**config.mk**
```make
export PLATFORM = sky130hd
export DESIGN_NAME = seg_scan_capture
export DESIGN_NICKNAME = d
export VERILOG_FILES = /design/src/rtl/seg_scan_capture.sv
export SDC_FILE = /design/constraint.sdc
export NUM_CORES = 1
export LEC_CHECK = 0
export CAP_MARGIN = 20
export CORE_ASPECT_RATIO = 0.75
export CORE_UTILIZATION = 49
export CTS_CLUSTER_SIZE = 28
export DETAILED_ROUTE_END_ITERATION = 10
export GPL_TIMING_DRIVEN = 0
export PLACE_DENSITY_LB_ADDON = 0.15
export SYNTH_ARGS = -nofsm -noshare
export SYNTH_HDL_FRONTEND = slang
export SYNTH_SLANG_ARGS = --single-unit
```
**constraint.sdc**
```tcl
create_clock -name clk -period 2.3 [get_ports clk]
set_clock_uncertainty 0.15 [all_clocks]
set_input_delay 0.575 -clock clk [delete_from_list [all_inputs] [get_ports clk]]
set_output_delay 0.575 -clock clk [all_outputs]
set_load 0.005 [all_outputs]
```
**src/rtl/seg_scan_capture.sv**
```systemverilog
// seg_scan_capture: samples a multiplexed 4-digit active-low 7-seg bus, qualifies stable digit strobes, decodes them and publishes a BCD frame.
// Latency: digit captured STABLE_CYCLES+1 edges after its first sampling edge; frame published one edge after the fourth capture.
// Backpressure: none, passive observer. Optional macro SEG_CAPTURE_ERR_EN: invalid patterns decode to 4'hF and are flagged in digit_err.
module seg_scan_capture #(
  parameter int unsigned STABLE_CYCLES = 4
) (
  input  logic        clk,
  input  logic        reset_n,
  input  logic [3:0]  an,
  input  logic [6:0]  seg,
  output logic [15:0] digits,
  output logic        frame_valid,
  output logic [3:0]  digit_err
);

  localparam logic [7:0] STABLE_MAX = 8'(STABLE_CYCLES);

  typedef enum logic {ST_WAIT, ST_HOLD} state_t;

  logic [10:0]     s1_q, s2_q;
  logic [7:0]      cnt_q, cnt_d;
  state_t          state_q, state_d;
  logic [3:0]      flag_q, flag_d;
  logic [3:0][3:0] val_q, val_d;
  logic [15:0]     digits_q, digits_d;
  logic            fv_q, fv_d;

  logic            stable;
  logic            capture;
  logic            strobe_ok;
  logic [1:0]      cap_idx;
  logic [3:0]      dec_val;

`ifdef SEG_CAPTURE_ERR_EN
  logic [3:0]      err_q, err_d;
  logic [3:0]      derr_q, derr_d;
  logic            dec_err;
`endif

  // s1_q is the value s2_q takes on the next edge, so comparing them detects a change of s2
  assign stable = (s1_q == s2_q);

  // Two-flop synchronizer; reset to the blank pattern so no strobe is seen out of reset
  always_ff @(posedge clk or negedge reset_n) begin
    if (!reset_n) begin
      s1_q <= '1;
      s2_q <= '1;
    end else begin
      s1_q <= {an, seg};
      s2_q <= s1_q;
    end
  end

  // Strobe qualification: only a single active anode selects a slot
  always_comb begin
    strobe_ok = 1'b1;
    cap_idx   = 2'd0;
    case (s2_q[10:7])
      4'b1110: cap_idx = 2'd0;
      4'b1101: cap_idx = 2'd1;
      4'b1011: cap_idx = 2'd2;
      4'b0111: cap_idx = 2'd3;
      default: strobe_ok = 1'b0;
    endcase
  end

  // Segment pattern decode back to a digit value
  always_comb begin
    dec_val = 4'h0;
`ifdef SEG_CAPTURE_ERR_EN
    dec_err = 1'b0;
`endif
    case (s2_q[6:0])
      7'b0000001: dec_val = 4'd0;
      7'b1001111: dec_val = 4'd1;
      7'b0010010: dec_val = 4'd2;
      7'b0000110: dec_val = 4'd3;
      7'b1001100: dec_val = 4'd4;
      7'b0100100: dec_val = 4'd5;
      7'b0100000: dec_val = 4'd6;
      7'b0001111: dec_val = 4'd7;
      7'b0000000: dec_val = 4'd8;
      7'b0000100: dec_val = 4'd9;
      default: begin
`ifdef SEG_CAPTURE_ERR_EN
        dec_val = 4'hF;
        dec_err = 1'b1;
`else
        dec_val = 4'h0;
`endif
      end
    endcase
  end

  // Stable counter, capture FSM, slot and frame next-state logic
  always_comb begin
    cnt_d    = cnt_q;
    state_d  = state_q;
    flag_d   = flag_q;
    val_d    = val_q;
    digits_d = digits_q;
    fv_d     = 1'b0;
    capture  = 1'b0;
`ifdef SEG_CAPTURE_ERR_EN
    err_d    = err_q;
    derr_d   = derr_q;
`endif

    if (!stable)                 cnt_d = 8'd0;
    else if (cnt_q != STABLE_MAX) cnt_d = cnt_q + 8'd1;

    case (state_q)
      ST_WAIT: begin
        if (stable && (cnt_d == STABLE_MAX) && (cnt_q != STABLE_MAX) && strobe_ok) begin
          capture = 1'b1;
          state_d = ST_HOLD;
        end
      end
      ST_HOLD: begin
        if (!stable) state_d = ST_WAIT;
      end
      default: state_d = ST_WAIT;
    endcase

    // Publish first so a capture on the same edge survives as the new frame's first slot
    if (&flag_q) begin
      digits_d = val_q;
      fv_d     = 1'b1;
      flag_d   = 4'b0000;
`ifdef SEG_CAPTURE_ERR_EN
      derr_d   = err_q;
`endif
    end

    if (capture) begin
      flag_d[cap_idx] = 1'b1;
      val_d[cap_idx]  = dec_val;
`ifdef SEG_CAPTURE_ERR_EN
      err_d[cap_idx]  = dec_err;
`endif
    end
  end

  // State, slot and output registers
  always_ff @(posedge clk or negedge reset_n) begin
    if (!reset_n) begin
      cnt_q    <= 8'd0;
      state_q  <= ST_WAIT;
      flag_q   <= 4'b0000;
      val_q    <= '0;
      digits_q <= 16'h0000;
      fv_q     <= 1'b0;
    end else begin
      cnt_q    <= cnt_d;
      state_q  <= state_d;
      flag_q   <= flag_d;
      val_q    <= val_d;
      digits_q <= digits_d;
      fv_q     <= fv_d;
    end
  end

`ifdef SEG_CAPTURE_ERR_EN
  // Per-slot error bits and the per-frame error report
  always_ff @(posedge clk or negedge reset_n) begin
    if (!reset_n) begin
      err_q  <= 4'b0000;
      derr_q <= 4'b0000;
    end else begin
      err_q  <= err_d;
      derr_q <= derr_d;
    end
  end
  assign digit_err = derr_q;
`else
  assign digit_err = 4'b0000;
`endif

  assign digits      = digits_q;
  assign frame_valid = fv_q;

endmodule
```
## After elaboration in Yosys (flattened, before gate mapping)

Index checks and enable logic that the tools add are counted.

| storage, ports and cells | value |
|---|---|
| memory bits (read-only) | 0 |
| logic and storage cells | 55 |
| register bits | 68 |
| memories kept | 0 |
| memory bits (writable) | 0 |
| bits of input ports | 13 |
| output and inout port bits | 21 |
| bits in latches | 0 |

| operators by class | value |
|---|---|
| divide/modulo/power cells | 0 |
| add/sub/neg operators | 1 |
| bitwise operators | 2 |
| order comparisons | 2 |
| multiplexer cells | 17 |
| multipliers | 0 |
| equal/unequal tests | 15 |
| shift operators | 0 |
| reduce and logical (&&, ||, !) cells | 7 |

Operators by type and width:

| kind | number |
|---|---|
| case mux 4 bit (9 select lines) | 1 |
| bitwise mux 16 bit | 1 |
| 2-to-1 mux 8 bit | 2 |
| == test 7 x 3 -> 1 bit (second input constant) | 2 |
| == test 7 x 6 -> 1 bit (second input constant) | 2 |
| == test 7 bit (second input constant) | 2 |
| == test 4 bit (second input constant) | 3 |
| 2-to-1 mux 4 bit | 3 |
| == test 11 bit | 1 |
| adder 8 x 1 -> 8 bit (second input constant) | 1 |
| demux 4 bit (select 2 bit) | 1 |
| == test 8 x 3 -> 1 bit (second input constant) | 1 |
| != test 8 x 3 -> 1 bit (second input constant) | 1 |
| == test 7 x 4 -> 1 bit (second input constant) | 1 |
| == test 7 x 5 -> 1 bit (second input constant) | 1 |
| zero test 7 bit | 1 |
| 2-to-1 mux 1 bit | 6 |
| case mux 2 bit (3 select lines) | 1 |
| == test 4 x 3 -> 1 bit (second input constant) | 1 |
| logical AND 1 bit | 4 |
| OR 4 bit | 1 |
| AND reduction 4 bit | 1 |
| OR reduction 4 bit | 1 |
| less-than comparator 2 x 3 -> 1 bit (second input constant) | 1 |
| 4 further kinds | 4 |

## Depth between registers and ports, before layout

| logic depth | value |
|---|---|
| depth in word-level cells | 10 |
| depth in mapped cells | 7 |
| depth with buffers taken out | 7 |

## Least setup slack after synthesis

Ideal clock, no wire load.

| timing | value |
|---|---|
| path type | register to register |
| start point | register s2_q[8] |
| end point | register val_q[10] in the netlist's numbering |
| arrival | 2079 ps |
| stages on the path, launching flop included | 7 |
| data required time | 2025 ps |
| buffers on the path | 1 |
| library setup time | 125 ps |
| path slack | -53 ps |
| path through | dfstp_2 clkbuf_1 xnor2_1 nand4_1 nor3_1 nand4_1 mux2_2 |

| between the ends | value |
|---|---|
| cells in the longest elaborated chain, start to end | 8 |

Ends and longest elaborated chain:

| element | line | source |
|---|---|---|
| start: declaration | 20 | `logic [10:0] s1_q, s2_q;` |
| start signal: assignment | 50 | `s2_q <= s1_q;` |
| parallel branches: the longest is 8 deep, another holds less-than comparator 2 x 3 -> 1 bit | n/a |  |
| end signal: assignment | 157 | `val_q <= val_d;` |
| end: declaration | 24 | `logic [3:0][3:0] val_q, val_d;` |

Parallel ways; which one is timed is not known.
A chain may end at the register's enable or synchronous reset.

## Final worst setup path

| timing | value |
|---|---|
| start point | register cnt_q[2] |
| end point | register val_q[7] in the netlist's numbering |

| between the ends | value |
|---|---|
| cells in the longest elaborated chain, start to end | 9 |

Ends and longest elaborated chain:

| element | line | source |
|---|---|---|
| start: declaration | 21 | `logic [7:0] cnt_q, cnt_d;` |
| start signal: assignment | 154 | `cnt_q <= cnt_d;` |
| adder 8 x 1 -> 8 bit / != test 8 x 3 -> 1 bit (equally long branches) | 110, 114 |  |
| 2-to-1 mux 8 bit | 110 | `else if (cnt_q != STABLE_MAX) cnt_d = cnt_q + 8'd1;` |
| 2-to-1 mux 8 bit | 109 | `if (!stable) cnt_d = 8'd0;` |
| == test 8 x 3 -> 1 bit | 114 | `if (stable && (cnt_d == STABLE_MAX) && (cnt_q != STABLE_MAX) && strobe_ok) begin` |
| logical AND 1 bit | 114 |  |
| logical AND 1 bit * (2 in a row) | 114 |  |
| 2-to-1 mux 1 bit * | 114 |  |
| 2-to-1 mux 1 bit * | 112 | `case (state_q)` |

Mark *: on every way between the ends. The rest lies on a longest branch, timed or not.

==> impl_results.md <==
* Outcome: complete, but fails checks
* Violated checks: negative setup slack
* Post-CTS Hold Buffers at 0
* # H-tree levels at 3
* CTS Buf Count at 9
* Fmax at roughly 430 MHz
* Post-DRT Antenna Nets at 0
* # IOs at 34
* Worst vdd ir at approximately 0.00042 V
* Commonest cells after routing, fill and taps aside: 63 x nand2_1, 42 x dfrtp_1, 28 x clkdlybuf4s50_1
* Area growth syn-to-layout at 29.24%
* Critical Path End Type: register
* Post-synthesis sequential area ratio at between 60% and 70%
* Yosys warning count at 0
* MaxCap Viol Count at 0
* Placer congestion estimate at between 0.7 and 0.8
* CP max stage cell: dfrtp_2
* WP buf/inv at 1
* Vias in the first global route at about 1.8k
* Largest net degree at the start of global routing at between 60 and 70
* Clk_lat worst skew at 0.34 ns
* WHS at between 0.15 and 0.2 ns
* TritonCTS clock tree: built
* Required time of the critical path at about 2.4 ns
* Die H at around 68 um
* GR Layer Usage met1 at between 20% and 30%
* Instance count on the critical path at 7
* Clock transition at the registers of the reported paths at approximately 0.07 ns
* Distinct cell type count after synthesis at 37
* Die area at between 6000 and 7000 sq um
* Met2 GRT Util at approximately 31%
* Max clock buf depth at 2
* Die Wd at around 90 um
* Setup crit end: val_q[7]
* Worst Setup Path Type: register to register
* CP startpoint: cnt_q[2]
* Slew HR at between 40% and 50%
* Grt met3 use at just over 6%
* Register Area at ~1700 sq um
* Mapped Cells at 252
* Least-Margin Pin Slew at ~0.87 ns
* Port bufs at 29
* Top_reg_cell synth: dfrtp_1
* Worst path arrival time at 2.42 ns
* Initial antenna violation count at 0
* DR vias at 1952
* Crit-path max cell delay at 0.47 ns
* Vias/cell at 5.018
* Placed Area at approximately 3200 sq um
* Crit Path Max Fanout at 7
* Ys async rst share at between 90% and 100%
* Slew Viols, Final at 0
* Final Util at around 67%
* Period utilization at 102.0%
* Worst setup margin at -0.04535 ns
* Fraction of layout cells with a size suffix above 1 at roughly 33%
* Place WS at -0.3285 ns
* Most common cell after layout, fill and taps aside: nand2_1
* Area of the multi-input gates at ~1200 sq um
* Drt total wl at between 5 and 6 mm
* # rows at 23
* Number of flops mapped to enable cells by yosys at 0
* Tmin final at between 2 and 2.5 ns
* GR peak layer: met2
* Clock sinks at approximately 70
* Grt ovf at 0
* Synthesized cell area at ~2800 sq um
* Drt drc at 0
* Worst setup SP type: register
* Fillers at between 400 and 500
* Pwr/cell area at between 500 and 600 nW/um^2
* Initial Utilization at around 52%
* RR Endpoint: val_q[7]
* Critical-path cell list: and3_4, a311oi_2, a31oi_2, nor4b_4, nand4_1, buf_6, mux2_2
* Dpl hpwl at between 3 and 4 mm
* ANT cells at 0
* Final Hold Vio Count at 0
* Synthesis-stage register bit count at between 60 and 70
* Design area at about 3700 sq um
* # setup viols final at 16
* Reg2Reg Depth at 7
* R2r startpoint: cnt_q[2]
* CTS Root Cell: clkbuf_8
* 1st-pass router iterations at 4
* Initial DRC count at 107
* Nets at approximately 320
* Wire per inst at about 14 um
* GRT Total Usage at 19.29%
* Core area at between 5000 and 6000 sq um
* R2r setup slk at -0.05 ns
* CP delay by family, top: simple AND/OR/NAND/NOR gates
* Pleak at around 1.6 nW
* Avg Cell Area, Syn at between 10 and 15 sq um
* Hold WC Path Type: input port to asynchronous set/reset pin
* RSZ-0062 raised after global routing: true
* First-pass GRT wire length at approximately 8.8 mm
==> metrics by stage <==
step	TNS [ns]	std cells	power (mW)
3_3_place_gp	-102.58	359	1.371
5_1_grt	-2.156	389	2.258
6_report	-0.4843	389	2.159
4_1_cts	-0.6082	382	2.185
3_5_place_dp	-4.906	359	1.374
2_1_floorplan	0	255	1.318
==> cells by family (layout without fill, tap and decap cells) <==
| logic type | after synthesis | count (layout) | share of synthesized area (%) |
|---|---|---|---|
| flip-flops | 68 | 68 | 61.04 |
| XOR/XNOR | 20 | 20 | 6.184 |
| AO/OA/AOI/OAI | 16 | 16 | 3.799 |
| other | 1 | 4 | 0.1324 |
| buffers and inverters | 17 | 76 | 2.915 |
| multiplexers | 16 | 16 | 6.360 |
| AND/OR/NAND/NOR | 112 | 112 | 18.68 |
| adder cells (fa/ha/maj) | 2 | 2 | 0.8833 |
==> worst min path at each step <==
stage / start / end / slack [ns] / cells after the start
after floorplan: reset_n / cnt_q[0] / 0.13 / 0
after global placement: s1_q[8] / s2_q[8] / 0.21 / 0
after detailed placement: s1_q[8] / s2_q[8] / 0.21 / 0
after CTS: reset_n / digits[3] / 0.21 / 1
after global routing: s1_q[10] / s2_q[10] / 0.23 / 0
final: reset_n / cnt_q[2] / 0.17 / 1
==> area by class of cell <==
class	count	area share, %
well taps	75	2.563
repair buffers	48	12.27
inverters	4	0.4785
clock inverters	6	0.8544
plain buffers	8	1.265
flip-flops and latches	68	47.37
multi-input cells	170	31.72
clock buffers	10	3.486
==> state kept, by name, indices dropped and copies added, names as in the netlist <==
register and cells:
cnt_q 8, digits 16, flag_q 4, frame_valid 1, s1_q 11, s2_q 11, state_q 1, val_q 16
==> where the power goes <==
part / switching [mW] / leakage (nW) / internal (mW)
Clock: 0.423 / 0.0832 / 0.379
Sequential: 0.0253 / 0.868 / 1.23
Combinational: 0.0481 / 0.696 / 0.0507
Total: 0.496 / 1.65 / 1.66
==> cell usage after synthesis (2+ instances only) <==
| library cell | count | area share, % |
|---|---|---|
| a31oi_1 | 2 | 0.44 |
| inv_1 | 3 | 0.40 |
| mux2_2 | 16 | 6.4 |
| o21ai_0 | 2 | 0.35 |
| clkbuf_1 | 5 | 0.66 |
| nand4_1 | 6 | 1.3 |
| xnor2_1 | 17 | 5.3 |
| nor2_1 | 13 | 1.7 |
| ha_1 | 2 | 0.88 |
| and3_1 | 3 | 0.66 |
| buf_2 | 3 | 0.53 |
| nor3b_1 | 5 | 1.3 |
| dfstp_2 | 22 | 20 |
| nand3b_1 | 2 | 0.53 |
| nand2_1 | 63 | 8.3 |
| buf_4 | 4 | 1.1 |
| nand3_1 | 6 | 1.1 |
| dfrtp_1 | 46 | 41 |
| xor2_1 | 3 | 0.93 |
| nor2b_1 | 4 | 0.88 |
| a21oi_1 | 6 | 1.1 |
| nor3_1 | 3 | 0.53 |
| nor4_1 | 2 | 0.44 |
==> metal layers <==
layer | share of wire [%] | vias up
li1 | - | 947
met1 | 47 | 952
met2 | 47 | 42
met3 | 3.9 | 11
met4 | 2.0 | 0
met5 | 0 | -
==> repair_timing <==
item | CTS | global route
setup buffers | 10 | 9
setup endpoints to repair | 20 | 16
gates resized for setup | 13 | 21
pin swaps | 8 | 11
(Power assumes the default switching activity.)
